**config.mk**
```make
export PLATFORM = sky130hd
export DESIGN_NAME = regfile_writeback
export DESIGN_NICKNAME = d
export VERILOG_FILES = /design/src/rtl/regfile_pkg.sv /design/src/rtl/wb_slot.sv /design/src/rtl/regfile_writeback.sv
export SDC_FILE = /design/constraint.sdc
export NUM_CORES = 1
export LEC_CHECK = 0
export ABC_AREA = 1
export BUFFER_PORTS_ARGS = -buffer_cell sky130_fd_sc_hd__buf_2
export CAP_MARGIN = 20
export CELL_PAD_IN_SITES_DETAIL_PLACEMENT = 0
export CELL_PAD_IN_SITES_GLOBAL_PLACEMENT = 1
export CORE_ASPECT_RATIO = 0.75
export CORE_MARGIN = 8
export CORE_UTILIZATION = 41
export CTS_BUF_LIST = sky130_fd_sc_hd__clkbuf_16
export CTS_CLUSTER_SIZE = 16
export DETAILED_ROUTE_END_ITERATION = 10
export GPL_TIMING_DRIVEN = 0
export HOLD_SLACK_MARGIN = 0.08
export PLACE_DENSITY_LB_ADDON = 0.1
export SETUP_SLACK_MARGIN = 0.05
export SYNTH_ARGS = -nofsm -noshare
export SYNTH_HDL_FRONTEND = slang
export SYNTH_HIERARCHICAL = 1
export SYNTH_SLANG_ARGS = --single-unit
```
**constraint.sdc**
```tcl
create_clock -name clk -period 4.1 [get_ports clk]
set_clock_uncertainty 0.1 [all_clocks]
set_input_delay 0.205 -clock clk [delete_from_list [all_inputs] [get_ports clk]]
set_output_delay 0.205 -clock clk [all_outputs]
set_load 0.03 [all_outputs]
```
**src/rtl/regfile_pkg.sv**
```systemverilog
// Shared types and constants for the register-file write-back front end.
// Latency: n/a (types, constants and one combinational helper).
// Backpressure: n/a.
package regfile_pkg;

  // Default geometry of the register file: 1024 entries of 64 bits.
  localparam int RF_ADDR_W = 10;
  localparam int RF_DATA_W = 64;

  // Register 0 is hardwired: never written, never forwarded.
  localparam logic [RF_ADDR_W-1:0] REG_ZERO = '0;

  // One pending register write: destination and value.
  // Used for both holding slots and for the registered output stage.
  typedef struct packed {
    logic [RF_ADDR_W-1:0] rd;
    logic [RF_DATA_W-1:0] data;
  } wb_entry_t;

  // Result of a forwarding lookup for one decode read port.
  typedef struct packed {
    logic                 hit;
    logic [RF_DATA_W-1:0] data;
  } fwd_t;

  // Priority lookup over the three places a pending write can live.
  // Candidates are searched youngest first so the most recent value for a
  // register wins when several pending writes target it.
  function automatic fwd_t fwd_lookup(
    input logic [RF_ADDR_W-1:0] ra,
    input logic                 young_vld,
    input wb_entry_t            young,
    input logic                 old_vld,
    input wb_entry_t            old,
    input logic                 stage_vld,
    input wb_entry_t            stage
  );
    fwd_t r;
    r = '0;
    if (ra != REG_ZERO) begin
      if (young_vld && (young.rd == ra)) begin
        r.hit  = 1'b1;
        r.data = young.data;
      end else if (old_vld && (old.rd == ra)) begin
        r.hit  = 1'b1;
        r.data = old.data;
      end else if (stage_vld && (stage.rd == ra)) begin
        r.hit  = 1'b1;
        r.data = stage.data;
      end
    end
    return r;
  endfunction

endpackage

```
**src/rtl/wb_slot.sv**
```systemverilog
// One-entry holding register for a single write-back source.
// Latency: accepted entry is visible on full_o/entry_o the cycle after the accepting edge.
// Backpressure: ready while empty or while being drained this cycle; forced low during reset.
module wb_slot
  import regfile_pkg::*;
(
  input  logic      clk,
  input  logic      rst_n,
  input  logic      in_valid_i,
  output logic      in_ready_o,
  input  wb_entry_t in_entry_i,
  input  logic      drain_i,
  output logic      full_o,
  output wb_entry_t entry_o
);

  logic      full_q, full_d;
  wb_entry_t entry_q, entry_d;
  logic      accept;
  logic      keep;

  // A slot being drained this cycle can take a new entry at the same edge,
  // which gives one acceptance per cycle under continuous grant.
  assign in_ready_o = rst_n & (~full_q | drain_i);
  assign accept     = in_valid_i & in_ready_o;
  // Writes to register 0 complete the handshake but are discarded here.
  assign keep       = accept & (in_entry_i.rd != REG_ZERO);

  // Next-state: refill on a kept accept, otherwise empty on drain.
  always_comb begin
    full_d  = keep | (full_q & ~drain_i);
    entry_d = keep ? in_entry_i : entry_q;
  end

  // Slot storage; reset drops any held entry.
  always_ff @(posedge clk or negedge rst_n) begin
    if (!rst_n) begin
      full_q  <= 1'b0;
      entry_q <= '0;
    end else begin
      full_q  <= full_d;
      entry_q <= entry_d;
    end
  end

  assign full_o  = full_q;
  assign entry_o = entry_q;

  // A producer that is stalled must keep its request unchanged.
  property p_hold_stable;
    @(posedge clk) disable iff (!rst_n)
      (in_valid_i && !in_ready_o) |=> (in_valid_i && $stable(in_entry_i));
  endproperty
  a_hold_stable: assert property (p_hold_stable);

endmodule

```
**src/rtl/regfile_writeback.sv**
```systemverilog
// Write-back front end: ALU and load results arbitrate, oldest first, onto the single register-file write port.
// Latency: accept at edge N, slot granted in cycle N..N+1, we high in N+1..N+2, file written at edge N+2.
// Backpressure: each source's ready is low only while its slot is full and not granted this cycle.
module regfile_writeback
  import regfile_pkg::*;
#(
  parameter int ADDR_W = RF_ADDR_W,
  parameter int DATA_W = RF_DATA_W
) (
  input  logic              clk,
  input  logic              rst_n,
  input  logic              alu_valid,
  output logic              alu_ready,
  input  logic [ADDR_W-1:0] alu_rd,
  input  logic [DATA_W-1:0] alu_data,
  input  logic              mem_valid,
  output logic              mem_ready,
  input  logic [ADDR_W-1:0] mem_rd,
  input  logic [DATA_W-1:0] mem_data,
  output logic              we,
  output logic [ADDR_W-1:0] waddr,
  output logic [DATA_W-1:0] wdata,
  input  logic [ADDR_W-1:0] ra1,
  input  logic [ADDR_W-1:0] ra2,
  output logic              fwd1_hit,
  output logic [DATA_W-1:0] fwd1_data,
  output logic              fwd2_hit,
  output logic [DATA_W-1:0] fwd2_data
);

  wb_entry_t alu_in, mem_in;
  wb_entry_t alu_ent, mem_ent;
  logic      alu_full, mem_full;
  logic      alu_gnt, mem_gnt, gnt_any;
  wb_entry_t gnt_ent;

  // Age order between the two slots: 1 means the ALU slot holds the older
  // entry. Only meaningful while both slots are full.
  logic      alu_older_q, alu_older_d;

  // Registered output stage driving the file's write port.
  logic      we_q, we_d;
  wb_entry_t out_q, out_d;

  // Forwarding candidates ordered by age.
  logic      young_vld, old_vld;
  wb_entry_t young_ent, old_ent;
  fwd_t      fwd1, fwd2;

  assign alu_in = {alu_rd, alu_data};
  assign mem_in = {mem_rd, mem_data};

  wb_slot u_alu_slot (
    .clk        (clk),
    .rst_n      (rst_n),
    .in_valid_i (alu_valid),
    .in_ready_o (alu_ready),
    .in_entry_i (alu_in),
    .drain_i    (alu_gnt),
    .full_o     (alu_full),
    .entry_o    (alu_ent)
  );

  wb_slot u_mem_slot (
    .clk        (clk),
    .rst_n      (rst_n),
    .in_valid_i (mem_valid),
    .in_ready_o (mem_ready),
    .in_entry_i (mem_in),
    .drain_i    (mem_gnt),
    .full_o     (mem_full),
    .entry_o    (mem_ent)
  );

  // Oldest-first grant; a lone full slot is granted unconditionally.
  always_comb begin
    alu_gnt = alu_full & (~mem_full | alu_older_q);
    mem_gnt = mem_full & (~alu_full | ~alu_older_q);
    gnt_any = alu_gnt | mem_gnt;
    gnt_ent = alu_gnt ? alu_ent : mem_ent;
  end

  // Age update. A slot that stays full without being granted is older than
  // anything that arrives alongside it. Otherwise both entries, if any, are
  // new at this edge, and a same-edge pair orders mem before alu, which the
  // zero value here encodes. Since at most one slot is granted per cycle,
  // at most one slot can be retained.
  always_comb begin
    alu_older_d = alu_full & ~alu_gnt;
  end

  // Age register.
  always_ff @(posedge clk or negedge rst_n) begin
    if (!rst_n) begin
      alu_older_q <= 1'b0;
    end else begin
      alu_older_q <= alu_older_d;
    end
  end

  // Output stage next-state: capture the granted entry, else idle with the
  // address and data held.
  always_comb begin
    we_d  = gnt_any;
    out_d = gnt_any ? gnt_ent : out_q;
  end

  // Output stage register; reset pulls the write enable low immediately.
  always_ff @(posedge clk or negedge rst_n) begin
    if (!rst_n) begin
      we_q  <= 1'b0;
      out_q <= '0;
    end else begin
      we_q  <= we_d;
      out_q <= out_d;
    end
  end

  assign we    = we_q;
  assign waddr = out_q.rd;
  assign wdata = out_q.data;

  // Order the slots for forwarding. With one slot empty its valid is low,
  // so the order chosen does not matter.
  always_comb begin
    if (alu_older_q) begin
      young_vld = mem_full;
      young_ent = mem_ent;
      old_vld   = alu_full;
      old_ent   = alu_ent;
    end else begin
      young_vld = alu_full;
      young_ent = alu_ent;
      old_vld   = mem_full;
      old_ent   = mem_ent;
    end
  end

  // Forwarding lookups for both decode read ports. A slot granted this
  // cycle is still searched here and appears in the output stage next
  // cycle, so a pending value is never invisible.
  always_comb begin
    fwd1 = fwd_lookup(ra1, young_vld, young_ent, old_vld, old_ent, we_q, out_q);
    fwd2 = fwd_lookup(ra2, young_vld, young_ent, old_vld, old_ent, we_q, out_q);
  end

  assign fwd1_hit  = fwd1.hit;
  assign fwd1_data = fwd1.data;
  assign fwd2_hit  = fwd2.hit;
  assign fwd2_data = fwd2.data;

  // The two grants are mutually exclusive.
  a_one_grant: assert property (@(posedge clk) disable iff (!rst_n) !(alu_gnt && mem_gnt));

endmodule

```
# == Word-level counts from Yosys, hierarchy flattened ==
# Cells that the tools add are included.
# totals
reg_bits,226
out_inout_bits,207
elab_cells,61
input_bits,172
# op_classes
bitwise_logic,22
mux,13
reduce_logical,10
eq_ne,6
# ops
operator,n
2-to-1 mux 65 bit,8
2-to-1 mux 74 bit,3
== test 10 bit,6
nonzero test 10 bit,4
AND 1 bit,10
bitwise OR 1 bit,7
logical AND 1 bit,6
inverter 1 bit,5
2-to-1 mux 1 bit,2

# == Longest topological paths before layout ==
# logic_depth
depth_word,8
mapped_depth,17
depth_no_buf,14

# == Hierarchy ==
# The synthesis kept the hierarchy.
# modules_own_cells
mod,seq_area_each_um2,instances,area_per_inst_um2,cells_each
regfile_writeback,1901.8,1,11654.9,2249
wb_slot,1876.8,2,3034.2,341

# == Worst setup path after synthesis ==
# Ideal clock, no wire load.
# synth_path
path_kind,reg-to-output
start,"reg out_q, in the netlist waddr[9]"
end,out fwd1_data[44]
required_time_ns,3.795
n_path_buf,2
setup_slack_ns,1.653
path_stages_with_launch,10
arrival_time_ns,2.142
cell_sequence,dfrtp_1 or2_2 nand4_1 nor2_1 buf_2 buf_1 nand3_1 nand2_1 nand3_1 a21oi_1
# synth_between
elab_chain_cells,6
# synth_rtl
element,line,source
from (decl),regfile_writeback.sv:43,"wb_entry_t out_q, out_d;"
from (signal assigned),regfile_writeback.sv:115,out_q <= out_d;
== test 10 bit,regfile_pkg.sv:47,end else if (stage_vld && (stage.rd == ra)) begin
logical AND 1 bit,regfile_pkg.sv:47,
2-to-1 mux 65 bit,regfile_pkg.sv:47,
2-to-1 mux 65 bit,regfile_pkg.sv:44,end else if (old_vld && (old.rd == ra)) begin
2-to-1 mux 65 bit,regfile_pkg.sv:41,if (young_vld && (young.rd == ra)) begin
2-to-1 mux 65 bit,regfile_pkg.sv:40,if (ra != REG_ZERO) begin
to (decl),regfile_writeback.sv:26,"output logic [DATA_W-1:0] fwd1_data,"
# No other way between the ends.

# == Worst setup path in the final report ==
# layout_path
start,"reg out_q, in the netlist waddr[2]"
end,out fwd2_data[56]
# layout_between
elab_chain_cells,6
# layout_rtl
element,line,source
== test 10 bit,regfile_pkg.sv:47,
logical AND 1 bit,regfile_pkg.sv:47,
2-to-1 mux 65 bit,regfile_pkg.sv:47,
2-to-1 mux 65 bit,regfile_pkg.sv:44,
2-to-1 mux 65 bit,regfile_pkg.sv:41,
2-to-1 mux 65 bit,regfile_pkg.sv:40,
to (decl),regfile_writeback.sv:28,output logic [DATA_W-1:0] fwd2_data
# No other way between the ends.

==> PnR_summary.wiki <==
{| class="wikitable"
! Metric !! Value
|-
| Transition time of the tightest slew-check pin || ~1.1 ns
|-
| Global-route wire length before repair || 145700 µm
|-
| Flip-flop and latch area || 5655 µm²
|-
| Clock-pin slew reported for the worst setup and hold paths after clock tree synthesis || 0.07 ns
|-
| Per-instance average area after synthesis || ~6 µm²
|-
| Parity-gate share of the synthesized area counting xor and xnor cells || less than 1%
|-
| Sum of internal, switching and leakage power || 15.90 mW
|-
| Critical path arrival || 3.70 ns
|-
| Worst Path Required || between 3 and 4 ns
|-
| Crit path launch || waddr[2]$_DFFE_PN0P_
|-
| Async SR Flop Fraction || 100.0%
|-
| Fmax || 249.9 MHz
|-
| DRC errors left || 0
|-
| Main synth FF type || dfrtp_1
|-
| Maximum count of clock buffers along a single path || 3
|-
| Leading cell type in the layout, fill and taps excluded || nand2_1
|-
| CTS tree || yes
|-
| Logic pwr share || between 50% and 60%
|-
| Skew-Pair Late Insertion Delay || around 0.56 ns
|-
| Total gr overflow || 0
|-
| Vias post-DR || 23555
|-
| Post-synthesis instance area || 17720 µm²
|-
| Part of the power in registers || about 29%
|-
| Root Buffer Master || clkbuf_16
|-
| Area contributors post-synth || dfrtp_1 32%, nand2_1 21%, nand3_1 17%, o21ai_0 8.1%, inv_1 6.0%
|-
| Detailed router's first-iteration violation count || just under 3000
|-
| Max-slew violation total from the final report || 0
|-
| Half-perimeter wire length of the detailed placement result || between 70000 and 80000 µm
|-
| Count of pins on the block boundary || about 380
|-
| Net switching power || ~8.9 mW
|-
| LEAKAGE || 12.32 nW
|-
| Power density over cell area || ~700 nW/µm²
|-
| Maximum Capacitance Violations || 0
|-
| Crit Reg-Reg Startpoint || alu_older_q$_DFF_PN0_
|-
| Slew HR || between 20% and 30%
|-
| Final routed wirelength across all metal layers || between 90000 and 100000 µm
|-
| Deepest level of the CTS H-tree || 1
|-
| Crit end category || output pin
|-
| Worst IR drop on VDD || 0.4267 mV
|-
| Number of stages on the worst hold path || 6
|-
| Main combinational cell family by area after synthesis || simple AND/OR/NAND/NOR gates
|-
| Startpoint Class || register
|-
| Unrepaired setup endpoints after global routing || yes
|-
| Number of detailed-routing iterations run before antenna repair || 6
|-
| Commonest non-fill, non-tap cells in the layout || 998 x nand2_1, 602 x nand3_1, 458 x buf_2
|-
| Number of buffers created by CTS || 25
|-
| Outcome || complete, no violations
|-
| Final Critical Period || 4.002 ns
|-
| R2r setup slk || 0.20 ns
|-
| Number of synthesized register bits || 226
|-
| Final Hold Violating Endpoints || 0
|-
| Compound-Gate Fraction of Synth Area || a little over a tenth
|-
| Number of cells produced by synthesis || about 3000
|-
| R2R Path End || u_alu_slot/entry_o[68]$_DFFE_PN0P_
|-
| Clock network power share || 14.9%
|-
| Largest net degree at the start of global routing || slightly above 90
|-
| Destination of the critical timing path || fwd2_data[56]
|-
| Number of enable-type register cells in the synthesized netlist || 0
|-
| Core area || 43020 µm²
|-
| Part of the Yosys area used for sequential elements || between 30% and 40%
|-
| Post-synth top area share || a little under a third
|-
| Standard-cell row count || 66
|-
| Via count of the first global-routing pass || 22741
|-
| Number of nets with antenna violations after routing || 0
|-
| Die Wd || around 260 µm
|-
| Overall die area || 50200 µm²
|-
| Post-synthesis simple-gate area fraction || between 40% and 50%
|-
| Synthesis-to-finish area growth || 28.33%
|-
| Endpoints failing setup || 0
|-
| Dominant cell type by area after synthesis || dfrtp_1
|-
| # clock sinks || ~230
|-
| Routed vias/inst || between 5 and 6
|-
| Count of unique library cells instantiated by Yosys || 35
|-
| Initial antenna violation count || 3
|-
| Reg2Reg Depth || 14
|-
| Total number of nets in the final design || approximately 3700
|-
| Multiplexer fraction of the synthesized cell area || 0%
|-
| Worst hold path type || primary input to register
|-
| Filler Cell Count || 4407
|-
| Die Ht || 196.1 µm
|-
| All-layer global routing usage || 37.74%
|-
| Warning count from the yosys run || 6
|-
| Area of the multi-input gates || approximately 9900 µm²
|-
| WL per Instance || around 24 µm
|-
| Critical Setup Path Class || register to output pin
|-
| Internal Pwr Total || about 7 mW
|-
| Maximum net fanout on the critical path || 10
|-
| Diode count || 0
|-
| Initial cell density of the core || around 41%
|-
| Switching share of power || a little under three fifths
|-
| Number of post-CTS setup repair buffers || 0
|-
| Share of synthesized cell area in full adder, half adder and majority cells || 0%
|-
| Proportion of layout cells with a drive suffix above 1 || between 15 and 20%
|-
| Final Hold Slack || around 0.19 ns
|-
| Fraction of the cycle the final worst path needs || a little over nine tenths
|-
| Global placement routability congestion || roughly 1.0
|-
| Count of input and output buffers || about 380
|-
| Net count after synthesis || roughly 3100
|}
==> cell type report <==
class / count / share of cell area [%]
multi-input cells: 2204 / 43.37
inverters: 287 / 4.759
clock buffers: 25 / 2.751
plain buffers: 214 / 4.951
flip-flops and latches: 226 / 24.87
repair buffers: 532 / 15.28
clock inverters: 20 / 0.8417
well taps: 578 / 3.180
==> state kept, by name, summed over array words and instances, names as in the netlist <==
| signal | cells |
|---|---|
| wdata | 64 |
| u_alu_slot/full_o | 1 |
| we | 1 |
| alu_older_q | 1 |
| u_mem_slot/full_o | 1 |
| u_mem_slot/entry_o | 74 |
| u_alu_slot/entry_o | 74 |
| waddr | 10 |
==> logic make-up after synthesis <==
group | count (synthesis)
buffers and inverters | 501
DFF | 226
and+or+nand+nor | 1823
AOI/OAI and AO/OA | 372
xor gates and xnor gates | 9
==> routing by layer <==
layer / vias up / wire (µm) / global-route usage [%]
met3: 267 / 11880 / 10.22
met1: 11157 / 40100 / 50.28
met4: 6 / 4672 / 16.20
met5: - / 39 / 0
met2: 1581 / 42210 / 57.23
li1: 10544 / - / -
==> critical path, stage by stage, from the launching register on <==
cell and delay (ns):
dfrtp_1 0.46, xnor2_1 0.15, o21ai_0 0.10, nor2_1 0.82, nand2_1 0.15, clkbuf_1 0.40, nor2_1 0.20, nand2_1 0.08
nand3_1 0.08, nand2_1 0.05, nor2_1 0.36, buf_2 0.29
==> cells in the mapped netlist, drive strengths merged (2+ instances only) <==
| library cell | number |
|---|---|
| nand2 | 1008 |
| nand3 | 602 |
| o21ai | 294 |
| inv | 286 |
| dfrtp | 226 |
| nor2 | 153 |
| buf | 119 |
| clkbuf | 95 |
| a21oi | 73 |
| nand3b | 38 |
| nand4 | 15 |
| xnor2 | 6 |
| a31oi | 3 |
| xor2 | 3 |
| and2 | 2 |
| nor4 | 2 |
==> what timing repair did <==
item                                    4_1_cts  5_1_grt
gates resized for setup                       0        3
hold buffers                                151        0
hold endpoints to repair                    282        0
endpoints found under the setup margin        0        6
==> power by group through the flow <==
stage               sequential (mW)  clock, mW  combinational [mW]
finish                         4.65       2.37                8.88
global route                   4.74       2.46                9.57
CTS                            4.58       2.38                8.58
detailed placement             4.61          0                8.45
global placement               4.58          0                8.33
floorplan                      4.83          0                4.66
==> per-stage QoR <==
stage	setup slack [ns]	setup TNS [ns]	instance area, µm²	utilization [%]	cells
5_1_grt	0.04843	0	22740	52.86	4086
2_1_floorplan	1.653	0	17720	-	2931
3_3_place_gp	-2.578	-668.51	20340	47.27	3887
6_report	0.09763	0	22740	52.86	4086
3_5_place_dp	0.4211	0	20400	47.42	3889
4_1_cts	0.2337	0	22730	52.84	4085
==> worst min path at each step <==
stage	slack, ns	to	from
after floorplan	-0.19	alu_older_q$_DFF_PN0_	rst_n
after global placement	0.33	u_mem_slot/entry_o[45]$_DFFE_PN0P_	mem_data[45]
after detailed placement	0.04	u_mem_slot/entry_o[58]$_DFFE_PN0P_	rst_n
after CTS	0.15	u_mem_slot/entry_o[58]$_DFFE_PN0P_	mem_valid
after global routing	0.22	u_mem_slot/entry_o[65]$_DFFE_PN0P_	mem_valid
final	0.19	u_mem_slot/entry_o[58]$_DFFE_PN0P_	mem_valid
No activity file was read; power rests on OpenSTA's default activity.
